===== src/rtl/bullet_ctrl.sv =====
// bullet_ctrl: single-bullet engine for one tank.
// Launches a bullet from the barrel muzzle on a synchronised fire press,
// advances it once per frame, retires it at the playfield border and
// produces a registered per-pixel hit flag for the renderer.
//
// state    | meaning
// ---------+-------------------------------------------------------------
// S_IDLE   | no bullet; a press arms pending, next frame_tick tries launch
// S_FLY    | bullet in flight, moves SPEED pixels per frame_tick
// S_COOL   | bullet retired, counting COOL_FRAMES frame_ticks before IDLE
module bullet_ctrl #(
  parameter int SPEED       = 4,
  parameter int BSIZE       = 4,
  parameter int COOL_FRAMES = 8,
  parameter int X_MIN       = 2,
  parameter int X_MAX       = 638,
  parameter int Y_MIN       = 1,
  parameter int Y_MAX       = 478
) (
  input  logic       clk_25m,
  input  logic       rst_n,
  input  logic       frame_tick,
  input  logic       fire_n,
  input  logic [9:0] tank_x,
  input  logic [9:0] tank_y,
  input  logic [1:0] tank_dir,
  input  logic [9:0] x_pos,
  input  logic [9:0] y_pos,
  output logic       bullet_active,
  output logic [9:0] bullet_x,
  output logic [9:0] bullet_y,
  output logic       bullet_pix,
  output logic       busy
);

  typedef enum logic [1:0] {S_IDLE, S_FLY, S_COOL} state_t;

  localparam int CW = (COOL_FRAMES > 1) ? $clog2(COOL_FRAMES + 1) : 1;

  // Positions are widened to signed so a move past row/column 0 shows up
  // as negative (illegal) instead of wrapping to a large legal value.
  localparam logic signed [11:0] C_BS    = 12'(BSIZE);
  localparam logic signed [11:0] C_SPEED = 12'(SPEED);
  localparam logic signed [11:0] C_XMIN  = 12'(X_MIN);
  localparam logic signed [11:0] C_XMAX  = 12'(X_MAX);
  localparam logic signed [11:0] C_YMIN  = 12'(Y_MIN);
  localparam logic signed [11:0] C_YMAX  = 12'(Y_MAX);
  localparam logic signed [11:0] C_MID   = 12'sd13;
  localparam logic signed [11:0] C_FAR   = 12'sd30;
  localparam logic [9:0]         C_BS10  = 10'(BSIZE);

  state_t        r_state;
  logic [1:0]    r_dir;
  logic          r_pending;
  logic [CW-1:0] r_cnt;

  logic       r_sync1;
  logic       r_sync2;
  logic       r_fire_d;
  logic [1:0] r_vld;
  logic       r_armed;

  logic               w_press;
  logic signed [11:0] w_tx;
  logic signed [11:0] w_ty;
  logic signed [11:0] w_bx;
  logic signed [11:0] w_by;
  logic signed [11:0] w_mx;
  logic signed [11:0] w_my;
  logic signed [11:0] w_nx;
  logic signed [11:0] w_ny;
  logic               w_launch_ok;
  logic               w_next_ok;
  logic [9:0]         w_dx;
  logic [9:0]         w_dy;

  function automatic logic box_ok(input logic signed [11:0] bx,
                                  input logic signed [11:0] by);
    return (bx >= C_XMIN) && (bx + C_BS - 12'sd1 <= C_XMAX) &&
           (by >= C_YMIN) && (by + C_BS - 12'sd1 <= C_YMAX);
  endfunction

  // Fire synchroniser and falling-edge detect. r_armed keeps a button held
  // through reset from counting as a press until it is seen released.
  always_ff @(posedge clk_25m or negedge rst_n) begin
    if (!rst_n) begin
      r_sync1  <= 1'b1;
      r_sync2  <= 1'b1;
      r_fire_d <= 1'b1;
      r_vld    <= 2'b00;
      r_armed  <= 1'b0;
    end else begin
      r_sync1  <= fire_n;
      r_sync2  <= r_sync1;
      r_fire_d <= r_sync2;
      r_vld    <= {r_vld[0], 1'b1};
      if (r_vld[1] && r_sync2) r_armed <= 1'b1;
    end
  end

  assign w_press = r_armed & r_fire_d & ~r_sync2;

  // Muzzle position from the live tank state and next position from the latched direction.
  always_comb begin
    w_tx = $signed({2'b00, tank_x});
    w_ty = $signed({2'b00, tank_y});
    w_bx = $signed({2'b00, bullet_x});
    w_by = $signed({2'b00, bullet_y});
    w_mx = w_tx + C_MID;
    w_my = w_ty - C_BS;
    case (tank_dir)
      2'd0: begin w_mx = w_tx + C_MID; w_my = w_ty - C_BS;  end
      2'd1: begin w_mx = w_tx + C_MID; w_my = w_ty + C_FAR; end
      2'd2: begin w_mx = w_tx - C_BS;  w_my = w_ty + C_MID; end
      default: begin w_mx = w_tx + C_FAR; w_my = w_ty + C_MID; end
    endcase
    w_nx = w_bx;
    w_ny = w_by;
    case (r_dir)
      2'd0: w_ny = w_by - C_SPEED;
      2'd1: w_ny = w_by + C_SPEED;
      2'd2: w_nx = w_bx - C_SPEED;
      default: w_nx = w_bx + C_SPEED;
    endcase
    w_launch_ok = box_ok(w_mx, w_my);
    w_next_ok   = box_ok(w_nx, w_ny);
    w_dx        = x_pos - bullet_x;
    w_dy        = y_pos - bullet_y;
  end

  // Bullet FSM with registered outputs and the registered pixel hit flag.
  always_ff @(posedge clk_25m or negedge rst_n) begin
    if (!rst_n) begin
      r_state       <= S_IDLE;
      r_dir         <= 2'd0;
      r_pending     <= 1'b0;
      r_cnt         <= '0;
      bullet_active <= 1'b0;
      bullet_x      <= 10'd0;
      bullet_y      <= 10'd0;
      bullet_pix    <= 1'b0;
      busy          <= 1'b0;
    end else begin
      bullet_pix <= bullet_active && (w_dx < C_BS10) && (w_dy < C_BS10);
      case (r_state)
        S_IDLE: begin
          if (frame_tick && r_pending && w_launch_ok) begin
            r_pending     <= 1'b0;
            bullet_x      <= w_mx[9:0];
            bullet_y      <= w_my[9:0];
            r_dir         <= tank_dir;
            bullet_active <= 1'b1;
            busy          <= 1'b1;
            r_state       <= S_FLY;
          end else if (frame_tick && r_pending) begin
            r_pending <= w_press;
          end else if (w_press) begin
            r_pending <= 1'b1;
          end
        end
        S_FLY: begin
          if (frame_tick) begin
            if (w_next_ok) begin
              bullet_x <= w_nx[9:0];
              bullet_y <= w_ny[9:0];
            end else begin
              bullet_active <= 1'b0;
              r_cnt         <= CW'(COOL_FRAMES);
              r_state       <= S_COOL;
            end
          end
        end
        S_COOL: begin
          if (frame_tick) begin
            if (r_cnt == '0) begin
              busy    <= 1'b0;
              r_state <= S_IDLE;
            end else begin
              r_cnt <= r_cnt - CW'(1);
            end
          end
        end
        default: r_state <= S_IDLE;
      endcase
    end
  end

endmodule


===== config.mk =====
export PLATFORM = sky130hd
export DESIGN_NAME = bullet_ctrl
export DESIGN_NICKNAME = d
export VERILOG_FILES = /design/src/rtl/bullet_ctrl.sv
export SDC_FILE = /design/constraint.sdc
export NUM_CORES = 1
export LEC_CHECK = 0
export ABC_CLOCK_PERIOD_IN_PS = 4980
export BUFFER_PORTS_ARGS = -buffer_cell sky130_fd_sc_hd__buf_2
export CAP_MARGIN = 20
export CORE_UTILIZATION = 60
export CTS_CLUSTER_SIZE = 14
export DETAILED_ROUTE_END_ITERATION = 8
export HOLD_SLACK_MARGIN = 0.12
export PLACE_DENSITY = 0.93
export SLEW_MARGIN = 10
export SYNTH_ARGS = -nofsm -noshare
export SYNTH_HDL_FRONTEND = slang
export SYNTH_SLANG_ARGS = --single-unit

===== constraint.sdc =====
create_clock -name clk_25m -period 4.98 [get_ports clk_25m]
set_clock_uncertainty 0.2 [all_clocks]
set_input_delay 0.498 -clock clk_25m [delete_from_list [all_inputs] [get_ports clk_25m]]
set_output_delay 0.498 -clock clk_25m [all_outputs]
set_load 0.05 [all_outputs]

Yosys cells after proc, flatten, opt, wreduce, memory -nomap -nowiden
Cells that the tools add are included.
{"block": "word_totals", "ram_bits": 0, "n_memories": 0, "out_inout_bits": 23, "latch_bits": 0, "ff_bits": 38, "rom_bits": 0}
{"block": "op_classes", "n_lt_le_gt_ge": 10, "bitwise_logic": 3, "reduce_logical": 28, "div": 0, "n_mux": 33, "n_addsub": 21, "shifts": 0, "n_mul": 0, "eq_ne": 13}
{"cell": "$pmux 12 s2", "n": 4}
{"cell": "$mux 10", "n": 6}
{"cell": "$add 12x4->12 const B", "n": 4}
{"cell": "$sub 12x2->12 const B", "n": 4}
{"cell": "$sub 10x3->11 const B", "n": 4}
{"cell": "$pmux 10 s2", "n": 2}
{"cell": "$ge 12x2->1 const B", "n": 2}
{"cell": "$ge 12x3->1 const B", "n": 2}
{"cell": "$le 12x10->1 const B", "n": 2}
{"cell": "$le 12x11->1 const B", "n": 2}
{"cell": "$add 10x3->11 const B", "n": 2}
{"cell": "$add 10x4->11 const B", "n": 2}
{"cell": "$add 10x5->11 const B", "n": 2}
{"cell": "$lt 10x3->1 const B", "n": 2}
{"cell": "$sub 10x10->10", "n": 2}
{"cell": "$mux 4", "n": 4}
{"cell": "$ne 2x2->1 const B", "n": 7}
{"cell": "$reduce_and 4->1", "n": 3}
{"cell": "$logic_and 1x1->1", "n": 11}
{"cell": "$mux 2", "n": 5}
{"cell": "$reduce_and 5->1", "n": 2}
{"cell": "$mux 1", "n": 8}
{"cell": "$pmux 4 s2", "n": 1}
{"cell": "$eq 2x1->1 const B", "n": 3}
{"cell": "other kinds (12)", "n": 22}

Logic depth before layout (Yosys ltp)
Gate-level depths: netlist of run 1.
{"block": "depth", "word_depth": 12, "ltp_mapped": 17}

Worst setup path after synthesis of run 1
Ideal clock, no wire load.
{"block": "synth_timing", "kind": "input-to-reg", "start": "input port tank_y[3]", "end": "register r_dir[0]", "setup_time_ns": 0.125, "slack_ns": 0.291, "cell_stages": 14, "arrival_ns": 4.364, "path_buffers": 2, "required_ns": 4.655, "path_cell_list": "clkbuf_1 inv_1 ha_1 or4b_4 or4_4 mux2i_1 nor3_1 or4_4 or3_1 a32oi_1 or4b_4 or3_1 buf_2 mux2_4"}
{"block": "synth_between", "elab_chain_cells": 8, "elab_cells_between_ends": 12}
{"item": "start, declared", "line": "25", "rtl": "input logic [9:0] tank_y,"}
{"item": "$add 10x4->11, or another cell as far along", "line": "114, 115"}
{"item": "$pmux 12 s2 *", "line": "111", "rtl": "case (tank_dir)"}
{"item": "$add 12x4->12", "line": "80", "rtl": "(by >= C_YMIN) && (by + C_BS - 12'sd1 <= C_YMAX);"}
{"item": "$sub 12x2->12", "line": "80"}
{"item": "$le 12x10->1", "line": "80"}
{"item": "$logic_and 1x1->1 *", "line": "80"}
{"item": "$logic_and 1x1->1 *", "line": "147", "rtl": "if (frame_tick && r_pending && w_launch_ok) begin"}
{"item": "$reduce_and 2->1 (no line) *"}
{"item": "end signal, assigned", "line": "151", "rtl": "r_dir <= tank_dir;"}
{"item": "end, declared", "line": "53", "rtl": "logic [1:0] r_dir;"}
Every way passes the cells marked *; elsewhere a longest branch is shown, timed or not.
A chain may end at the register's enable or synchronous reset.

Final worst setup path of run 1
{"block": "layout_timing", "start": "register bullet_y[3]", "end": "register bullet_x[7]"}
{"block": "layout_between", "elab_chain_cells": 8, "elab_cells_between_ends": 11}
{"item": "start, declared", "line": "31", "rtl": "output logic [9:0] bullet_y,"}
{"item": "start signal, assigned", "line": "150", "rtl": "bullet_y <= w_my[9:0];"}
{"item": "start signal, assigned", "line": "165", "rtl": "bullet_y <= w_ny[9:0];"}
{"item": "$add 10x3->11 / $sub 10x3->11 (equally long branches)", "line": "121, 120"}
{"item": "$pmux 12 s2 *", "line": "119", "rtl": "case (r_dir)"}
{"item": "$add 12x4->12", "line": "80"}
{"item": "$sub 12x2->12", "line": "80"}
{"item": "$le 12x10->1", "line": "80"}
{"item": "$logic_and 1x1->1 *", "line": "80"}
{"item": "$ne 2x2->1 (no line) *"}
{"item": "$reduce_and 4->1 (no line) *"}
{"item": "end signal, assigned", "line": "149", "rtl": "bullet_x <= w_mx[9:0];"}
{"item": "end signal, assigned", "line": "164", "rtl": "bullet_x <= w_nx[9:0];"}
{"item": "end, declared", "line": "30", "rtl": "output logic [9:0] bullet_x,"}
Marked as above.

==> run summary, run 1 <==
Clock Path Buffers: 2
DR vias: 5776
DIE AREA: 9150 um2
Metal3 WL: 1282 um
Period utilization: 96.61%
Max_cap viols: 0
Vias in the first global route: 5313
Peak Freq: 207.8 MHz
Hold Fails Final Rpt: 0
Run status: completed
Final setup fails: 0
Synth Cell Area: 5263 um2
Worst slew margin: 34.15%
Htree depth: 2
Slowest stage delay, CP: 600 ps
Ports: 69
CORE AREA: 8341 um2
Synth warn: 0
Final hold slack: 159.2 ps
Synth Flop Type: dfrtp_1
Largest net degree at the start of global routing: 54
Antenna-violating nets left: 0
Worst hold path type: flip-flop to flip-flop
DP HPWL: 11430 um
Commonest non-fill, non-tap cell in the layout: buf_2
Post-DP Area: 5707 um2
Syn nets: 771
Initial Util: 63.10%
Critical-path top delay cell: or4b_2
First-pass GRT wire length: 24640 um
Cell taking the most area after synthesis: dfrtp_1
Die width: 95.66 um
CP Capture Type: flip-flop
Most frequent cells in the layout: 68 x buf_2, 62 x nand2_1, 44 x ha_1
Post-route cell area: 5866 um2
Area Overhead vs Synth: 11.46%
Req. time, crit path: 4990 ps
Nets: 828
Routed wire length: 15130 um
Antenna violations before repair: 0
Critical path arrival: 4820 ps
Synth Instances: 681
Layout cells sized above 1: 15.97%
Leak: 2.530 nW
VDD IR max: 225.0 uV
Clock root buffer: clkbuf_8
Wire per inst: 17.92 um
Unrepaired setup endpoints after global routing: false
Critical setup path kind: flip-flop to flip-flop
Ant. Diodes: 0
WL met2: 7175 um
Final Max Tran Viols: 0
Placed insts: 834
Critical-path maximum fanout: 9
CTS tree: built
Grt total ovfl: 0
Yosys cell types: 81
Setup TNS: 0 ps
Post-CTS setup buffers: 0
Min Tclk post-route: 4811 ps
Row count: 33
Clock latency on the worst-skew pair: 300 ps
EDFF count, synth: 0
FILL cells: 693
Async set-reset flop share out of synthesis: 100.0%
Least-Margin Pin Slew: 984.1 ps
Via/cell ratio: 6.844
Final Power: 0.003138 W
Gpl congestion: 1.020
# port buffers: 68
FF+latch count, synth: 38
Avg Inst Size Synth: 7.728 um2
Detailed Route Iter0 Violations: 458
CP Cell Sequence: inv_1, ha_1, or4b_2, a21oi_1, xnor2_1, o21ba_2, o311a_1, a2111oi_1, o211ai_1, or2_2, o31ai_4, buf_4, mux2i_1
Area share of the largest cell type after synthesis: 16.64%
Worst path bufs/invs: 2
Synth area leaders: dfrtp_1 17%, ha_1 10%, nand2_1 4.4%
Startpoint types: flip-flop
WL met1: 6244 um
DRT Pass-1 Iters: 5
Pwr dens: 534.9 nW/um2
# DRC: 0
CP delay by family, top: compound AO/OA/AOI/OAI gates
Post-synthesis sequential area ratio: 18.14%
Die Ht: 95.66 um
Layout Cells excl Fill: 844
Max Used Layer: met4
CTS buffer count: 5
Clock-pin transition on the worst setup and hold timing paths: 80 ps
Clk sinks: 38
Total Routing Usage GR: 33.95%
==> final timing paths <==
kind / cells after the start / slack (ps) / from / end
worst max register to register: 13 / 170 / bullet_y[3]$_DFFE_PN0P_ / bullet_x[7]$_DFFE_PN0P_
min in group asynchronous: 2 / 630 / rst_n / r_armed$_DFFE_PN0P_
worst min register to register: 0 / 160 / r_sync1$_DFF_PN1_ / r_sync2$_DFF_PN1_
max in group asynchronous: 2 / 3410 / rst_n / bullet_x[6]$_DFFE_PN0P_
worst min-delay path: 0 / 160 / r_sync1$_DFF_PN1_ / r_sync2$_DFF_PN1_
worst max-delay path: 13 / 170 / bullet_y[3]$_DFFE_PN0P_ / bullet_x[7]$_DFFE_PN0P_
==> cell usage after synthesis, types with 6 or more instances <==
cell	number
nor3b_1	8
nand2_1	62
a32oi_1	6
and3_1	6
and2_1	6
o22ai_1	7
clkbuf_1	32
o21a_1	8
a31oi_1	10
ha_1	44
nor4_1	14
or4_1	8
or3_1	16
nor2_1	38
nand3_1	21
o211ai_1	8
o21ai_0	27
a21oi_1	32
o31ai_1	6
xor2_1	11
and4_1	10
inv_1	39
nand4_1	9
nor3_1	27
xnor2_1	25
a211oi_1	6
dfrtp_1	35
a21o_1	16
mux2i_1	21
nor2b_1	9
nand2b_1	11
==> state kept, by name, summed over array words and instances (netlist names), 2 cells and up <==
signal,flops
r_dir,2
r_state,2
r_vld,2
bullet_x,10
r_cnt,4
bullet_y,10
==> stage by stage <==
step	worst slack, ps	util (%)
floorplan	290.6	-
global placement	152.5	68.42
detailed placement	-30.29	68.42
CTS	175.9	70.31
global route	84.49	70.33
finish	168.6	70.33
==> repair_timing <==
| item | in CTS | in global routing |
|---|---|---|
| hold endpoints to repair | 8 | 0 |
| resized for setup | 0 | 1 |
| hold buffers | 2 | 0 |
| endpoints found under the setup margin | 0 | 2 |
==> cell families after synthesis <==
family                   after synthesis  share of synthesized area (%)
AND/OR/NAND/NOR                      276                          29.41
AO/OA/AOI/OAI                        181                          24.51
buffers and inverters                 77                          5.801
adder cells (fa/ha/maj)               45                          10.65
flip-flops                            38                          18.14
XOR/XNOR                              36                          5.991
multiplexers                          27                          5.421
other                                  1                        0.07126
==> where the power goes <==
group          internal [W]  switching (W)  total (W)
Clock              0.000201       0.000120   0.000321
Combinational      0.000771        0.00138    0.00215
Sequential         0.000433       0.000236   0.000669
==> final cells by class <==
class | instances | area (um2) | area share (%)
Multi-Input combinational cell | 566 | 4004 | 68.26
Clock buffer | 5 | 68.82 | 1.173
Clock inverter | 3 | 68.82 | 1.173
Sequential cell | 38 | 954.7 | 16.28
Timing Repair Buffer | 87 | 488.0 | 8.319
Inverter | 40 | 150.1 | 2.560
Tap cell | 105 | 131.4 | 2.240
==> layer usage <==
metal  global-route usage (%)  vias to the layer above
met2                    58.93                      327
met4                    11.94                        0
met3                    4.466                       52
met5                        0                        -
li1                         -                     2676
met1                    42.96                     2721
Power figures use the tool's default switching activity.
==> run 2: changes to the inputs <==
Settings changed: CORE_UTILIZATION 60 to 56, PLACE_DENSITY 0.93 to 0.89, TNS_END_PERCENT set to 20.
==> run 2 against run 1 <==
Clock power about the same. Combinational power hardly changed. Sequential share of layout area about the same. Non-clock buffer count is 2 lower. Setup slack improved by 150 ps. Total power increased by 0.10%. Via count down 0.29%. Routed wire length increased by 1.7%. Hold slack got worse by 61 ps. Die area grew 7.0%. Critical endpoint is now bullet_y[9]$_DFFE_PN0P_. Largest power group unchanged. Highest routed layer unchanged.
==> run summary, run 2 (synthesized netlist as in run 1, its figures left out) <==
First-pass GRT wire length: 24960 um
Run status: completed
Setup TNS: 0 ps
Area occupied by registers: 954.7 um2
Total Routing Usage GR: 31.08%
Critical path arrival: 4670 ps
DRT Pass-1 Iters: 7
CORE AREA: 9153 um2
Worst slew margin: 36.88%
Nets: 826
CTS tree: built
VDD IR max: 235.3 uV
Final Max Tran Viols: 0
Period utilization: 93.64%
Critical setup path kind: input pin to flip-flop
Vias in the first global route: 5228
Min Tclk post-route: 4663 ps
Most frequent cells in the layout: 68 x buf_2, 62 x nand2_1, 44 x ha_1
Initial Util: 57.50%
Least-Margin Pin Slew: 943.3 ps
Via/cell ratio: 6.791
Terminus of the critical flop-to-flop path: bullet_y[9]$_DFFE_PN0P_
Reg power frac: 22.1%
Clk sinks: 38
Pre-CTS setup slack: 100.0 ps
Antenna-violating nets left: 0
DR vias: 5759
Pwr dens: 536.5 nW/um2
Htree depth: 2
Clock Path Buffers: 2
Startpoint types: input pin
CTS buffer count: 5
Wire per inst: 18.15 um
Antenna violations before repair: 0
Clock share of power: 10.1%
Grt total ovfl: 0
Commonest non-fill, non-tap cell in the layout: buf_2
Ant. Diodes: 0
Worst hold path type: input pin to async pin
Final setup fails: 0
FILL cells: 769
Layout cells sized above 1: 15.88%
Reg2Reg Setup Slack: 440 ps
DIE AREA: 9789 um2
Ports: 69
Clock latency on the worst-skew pair: 290 ps
Combinational share of power: 67.8%
Die Ht: 98.94 um
Routed wire length: 15390 um
Post-CTS setup buffers: 0
Largest net degree at the start of global routing: 54
Internal: 0.001401 W
Area Overhead vs Synth: 11.25%
# port buffers: 68
# DRC: 0
Leak: 2.519 nW
NetSw: 0.001740 W
Req. time, crit path: 4990 ps
Switching share of power: 55.39%
Die width: 98.94 um
DP HPWL: 11580 um
Final Util: 63.96%
Multi-input gate area: 4003 um2
Gpl congestion: 0.9955
Row count: 35
Max_cap viols: 0
Final WS setup: 316.5 ps
Peak Freq: 214.4 MHz
Top flop regs: bullet_x: 10 flops, bullet_y: 10 flops, r_cnt: 4 flops
Unrepaired setup endpoints after global routing: false
Clock root buffer: clkbuf_8
Worst Reg-to-Reg Cells: 13
CP Capture Type: flip-flop
Critical-path maximum fanout: 6
Hold Fails Final Rpt: 0
Clock-pin transition on the worst setup and hold timing paths: 80 ps
R2r startpoint: bullet_y[2]$_DFFE_PN0P_
Detailed Route Iter0 Violations: 570
-- run 2: cell count changes in the layout (fill, tap and decap cells not counted) --
cell	delta
buf_4	-1
a2111oi_1	-1
a2111oi_0	+1
dlygate4sd3_1	-1
-- run 2: worst max-delay path by stage --
stage / startpoint / to / slack, ps
3_5_place_dp: tank_y[2] / bullet_x[2]$_DFFE_PN0P_ / 100
2_1_floorplan: tank_y[3] / r_dir[0]$_DFFE_PN0P_ / 290
4_1_cts: tank_y[2] / bullet_y[8]$_DFFE_PN0P_ / 350
3_3_place_gp: tank_y[2] / r_dir[0]$_DFFE_PN0P_ / 210
5_1_grt: tank_y[2] / bullet_y[9]$_DFFE_PN0P_ / 160
6_report: tank_y[2] / bullet_y[9]$_DFFE_PN0P_ / 320
-- run 2: power by group through the flow --
stage | combinational [W] | clock (W) | sequential (W)
3_3_place_gp | 0.00197 | 0 | 0.000669
3_5_place_dp | 0.00206 | 0 | 0.000680
4_1_cts | 0.00209 | 0.000315 | 0.000675
5_1_grt | 0.00230 | 0.000330 | 0.000707
2_1_floorplan | 0.00135 | 0 | 0.000863
6_report | 0.00213 | 0.000318 | 0.000694
-- run 2: critical path, cell delays in order --
cell     delay (ps)
buf_2           130
inv_1           140
ha_1            220
or4b_4          470
or4_4           440
mux2i_1         160
nor3_1          120
or4_4           570
or3_1           360
a32oi_1         180
or4b_4          470
buf_4           170
o31ai_4         250
buf_4           240
mux2i_1         240
-- run 2: metal layers --
metal	vias up	global-route usage [%]	wire length, um
li1	2670	-	-
met1	2689	41.03	6382
met2	348	53.09	7352
met3	52	2.908	1256
met4	0	10.79	398
met5	-	0	0
-- run 2: final cells by class --
class / count / share of cell area [%]
Clock buffer: 5 / 1.175
Multi-Input combinational cell: 566 / 68.37
Timing Repair Buffer: 85 / 8.036
Tap cell: 111 / 2.372
Inverter: 40 / 2.565
Sequential cell: 38 / 16.31
Clock inverter: 3 / 1.175
-- run 2: metrics by stage --
step | hold WS [ps] | total power, W | cells | cell area, um2
final | 97.75 | 0.003141 | 848 | 5854
after global routing | 160.3 | 0.003335 | 848 | 5854
after CTS | 121.3 | 0.003084 | 848 | 5854
after detailed placement | 147.5 | 0.002742 | 839 | 5707
after global placement | 132.3 | 0.002644 | 839 | 5707
after floorplan | 2.409 | 0.002209 | 681 | 5263
-- run 2: repair_timing --
| item | CTS | global route |
|---|---|---|
| endpoints found under the hold margin | 1 | 0 |
| gates resized for setup | 0 | 0 |
| hold buffers | 1 | 0 |
==> run 3: changes to the inputs <==
==> constraint.sdc (replaced) <==
create_clock -name clk_25m -period 4.98 [get_ports clk_25m]
set_clock_uncertainty 0.2 [all_clocks]
set_input_delay 0.249 -clock clk_25m [delete_from_list [all_inputs] [get_ports clk_25m]]
set_output_delay 0.249 -clock clk_25m [all_outputs]
set_load 0.05 [all_outputs]
==> run 3 against run 2 <==
Flip-flop and latch count did not move. Global-route usage fell by 0.70 points. Clock-buffer cell count did not move. Setup slack improved by 63 ps. Clock power fell by 14%. Routed wire length fell by 5.5%. Critical endpoint is now bullet_y[8]$_DFFE_PN0P_. Largest power group unchanged.
==> run summary, run 3 (synthesized netlist as in run 1, its figures left out) <==
Via/cell ratio: 6.660
Clock root buffer: clkbuf_8
Placed insts: 835
Htree depth: 2
Critical-path maximum fanout: 11
CTS resizes: 0
Area Overhead vs Synth: 10.60%
Post-route cell area: 5821 um2
Pre-CTS setup slack: 157.0 ps
Clk sinks: 38
Routed wire length: 14540 um
Setup TNS: 0 ps
Post-DP Area: 5677 um2
Die Ht: 98.94 um
NetSw: 0.001707 W
Switching share of power: 55.99%
Layout Cells excl Fill: 846
Worst Reg-to-Reg Cells: 13
CP Cell Sequence: inv_1, ha_1, or4b_2, a21oi_1, xnor2_1, o21ba_2, o311a_1, a2111oi_0, o211ai_1, or2_2, o31ai_4, buf_4, mux2i_1
FILL cells: 764
Clock share of power: 8.9%
Peak Freq: 217.4 MHz
# port buffers: 68
CP Capture Type: flip-flop
Hold Buf Count CTS: 3
Post-CTS setup buffers: 0
Nets: 824
CORE AREA: 9153 um2
Unrepaired setup endpoints after global routing: false
Clock Path Buffers: 2
Req. time, crit path: 5000 ps
Antenna violations before repair: 0
Initial Util: 57.50%
Wire per inst: 17.19 um
Critical-path top delay cell: or4b_2
Most frequent cells in the layout: 68 x buf_2, 62 x nand2_1, 44 x ha_1
VDD IR max: 212.6 uV
Ant. Diodes: 0
Final hold slack: 168.8 ps
Detailed Route Iter0 Violations: 524
Final WS setup: 379.5 ps
Largest net degree at the start of global routing: 54
Commonest non-fill, non-tap cell in the layout: buf_2
DP HPWL: 11290 um
DRT Pass-1 Iters: 5
R2r startpoint: bullet_y[2]$_DFFE_PN0P_
Final setup fails: 0
Multi-input gate area: 4003 um2
DR vias: 5634
Ports: 69
Critical path arrival: 4620 ps
CTS buffer count: 5
Area occupied by registers: 954.7 um2
Total Routing Usage GR: 30.38%
Clock latency on the worst-skew pair: 310 ps
Leak: 2.491 nW
Run status: completed
Startpoint types: flip-flop
Worst hold path type: flip-flop to flip-flop
Clock-pin transition on the worst setup and hold timing paths: 80 ps
Hold path depth: 0
Top flop regs: bullet_x: 10 flops, bullet_y: 10 flops, r_cnt: 4 flops
Slowest stage delay, CP: 580 ps
Least-Margin Pin Slew: 946.7 ps
Period utilization: 92.38%
# DRC: 0
Antenna-violating nets left: 0
Combinational share of power: 68.7%
CTS tree: built
Vias in the first global route: 5368
Hold Fails Final Rpt: 0
Worst slew margin: 36.65%
Internal: 0.001342 W
Reg2Reg Setup Slack: 380 ps
Worst setup path startpoint: bullet_y[2]$_DFFE_PN0P_
Final Max Tran Viols: 0
Pwr dens: 523.9 nW/um2
DIE AREA: 9789 um2
Row count: 35
Critical setup path kind: flip-flop to flip-flop
Max_cap viols: 0
Min Tclk post-route: 4601 ps
End point of the critical path: bullet_y[8]$_DFFE_PN0P_
Terminus of the critical flop-to-flop path: bullet_y[8]$_DFFE_PN0P_
Reg power frac: 22.4%
Grt total ovfl: 0
Gpl congestion: 0.9375
First-pass GRT wire length: 24540 um
Die width: 98.94 um
Layout cells sized above 1: 15.37%
run 3: cell type report:
type	count	share of cell area [%]
clock inverters	3	0.7739
flip-flops and latches	38	16.40
multi-input cells	566	68.77
well taps	111	2.386
inverters	40	2.580
clock buffers	5	1.182
repair buffers	83	7.911
run 3: worst min-delay path by stage:
stage / start / to / slack (ps)
detailed placement: r_vld[0]$_DFF_PN0_ / r_vld[1]$_DFF_PN0_ / 150
CTS: r_vld[0]$_DFF_PN0_ / r_vld[1]$_DFF_PN0_ / 170
global placement: r_vld[0]$_DFF_PN0_ / r_vld[1]$_DFF_PN0_ / 130
floorplan: rst_n / bullet_active$_DFFE_PN0P_ / -250
finish: r_sync1$_DFF_PN1_ / r_sync2$_DFF_PN1_ / 170
global route: r_sync1$_DFF_PN1_ / r_sync2$_DFF_PN1_ / 180
run 3: critical path: cells and delay by family, from the launching register on:
kind	cells	cell delay, ps
flops	1	500
mux	1	210
simple gates	2	980
xor+xnor	1	270
buf+inv	2	440
fa+ha+maj	1	190
compound gates	6	1730
run 3: per-layer routing:
| layer | global-route usage [%] | part of all wire [%] |
|---|---|---|
| met5 | 0 | 0 |
| met4 | 9.874 | 1.6 |
| met3 | 2.340 | 6.8 |
| met2 | 53.58 | 49 |
| met1 | 39.29 | 43 |
run 3: stage by stage:
| stage | utilization [%] | total power (W) |
|---|---|---|
| floorplan | - | 0.002209 |
| global placement | 62.02 | 0.002626 |
| detailed placement | 62.02 | 0.002721 |
| CTS | 63.60 | 0.003003 |
| global route | 63.60 | 0.003269 |
| finish | 63.60 | 0.003049 |
run 3: power by group through the flow:
| stage | registers (W) | logic (W) | clock network [W] |
|---|---|---|---|
| floorplan | 0.000863 | 0.00135 | 0 |
| global placement | 0.000659 | 0.00197 | 0 |
| detailed placement | 0.000673 | 0.00205 | 0 |
| CTS | 0.000667 | 0.00206 | 0.000273 |
| global route | 0.000700 | 0.00228 | 0.000286 |
| finish | 0.000682 | 0.00210 | 0.000272 |
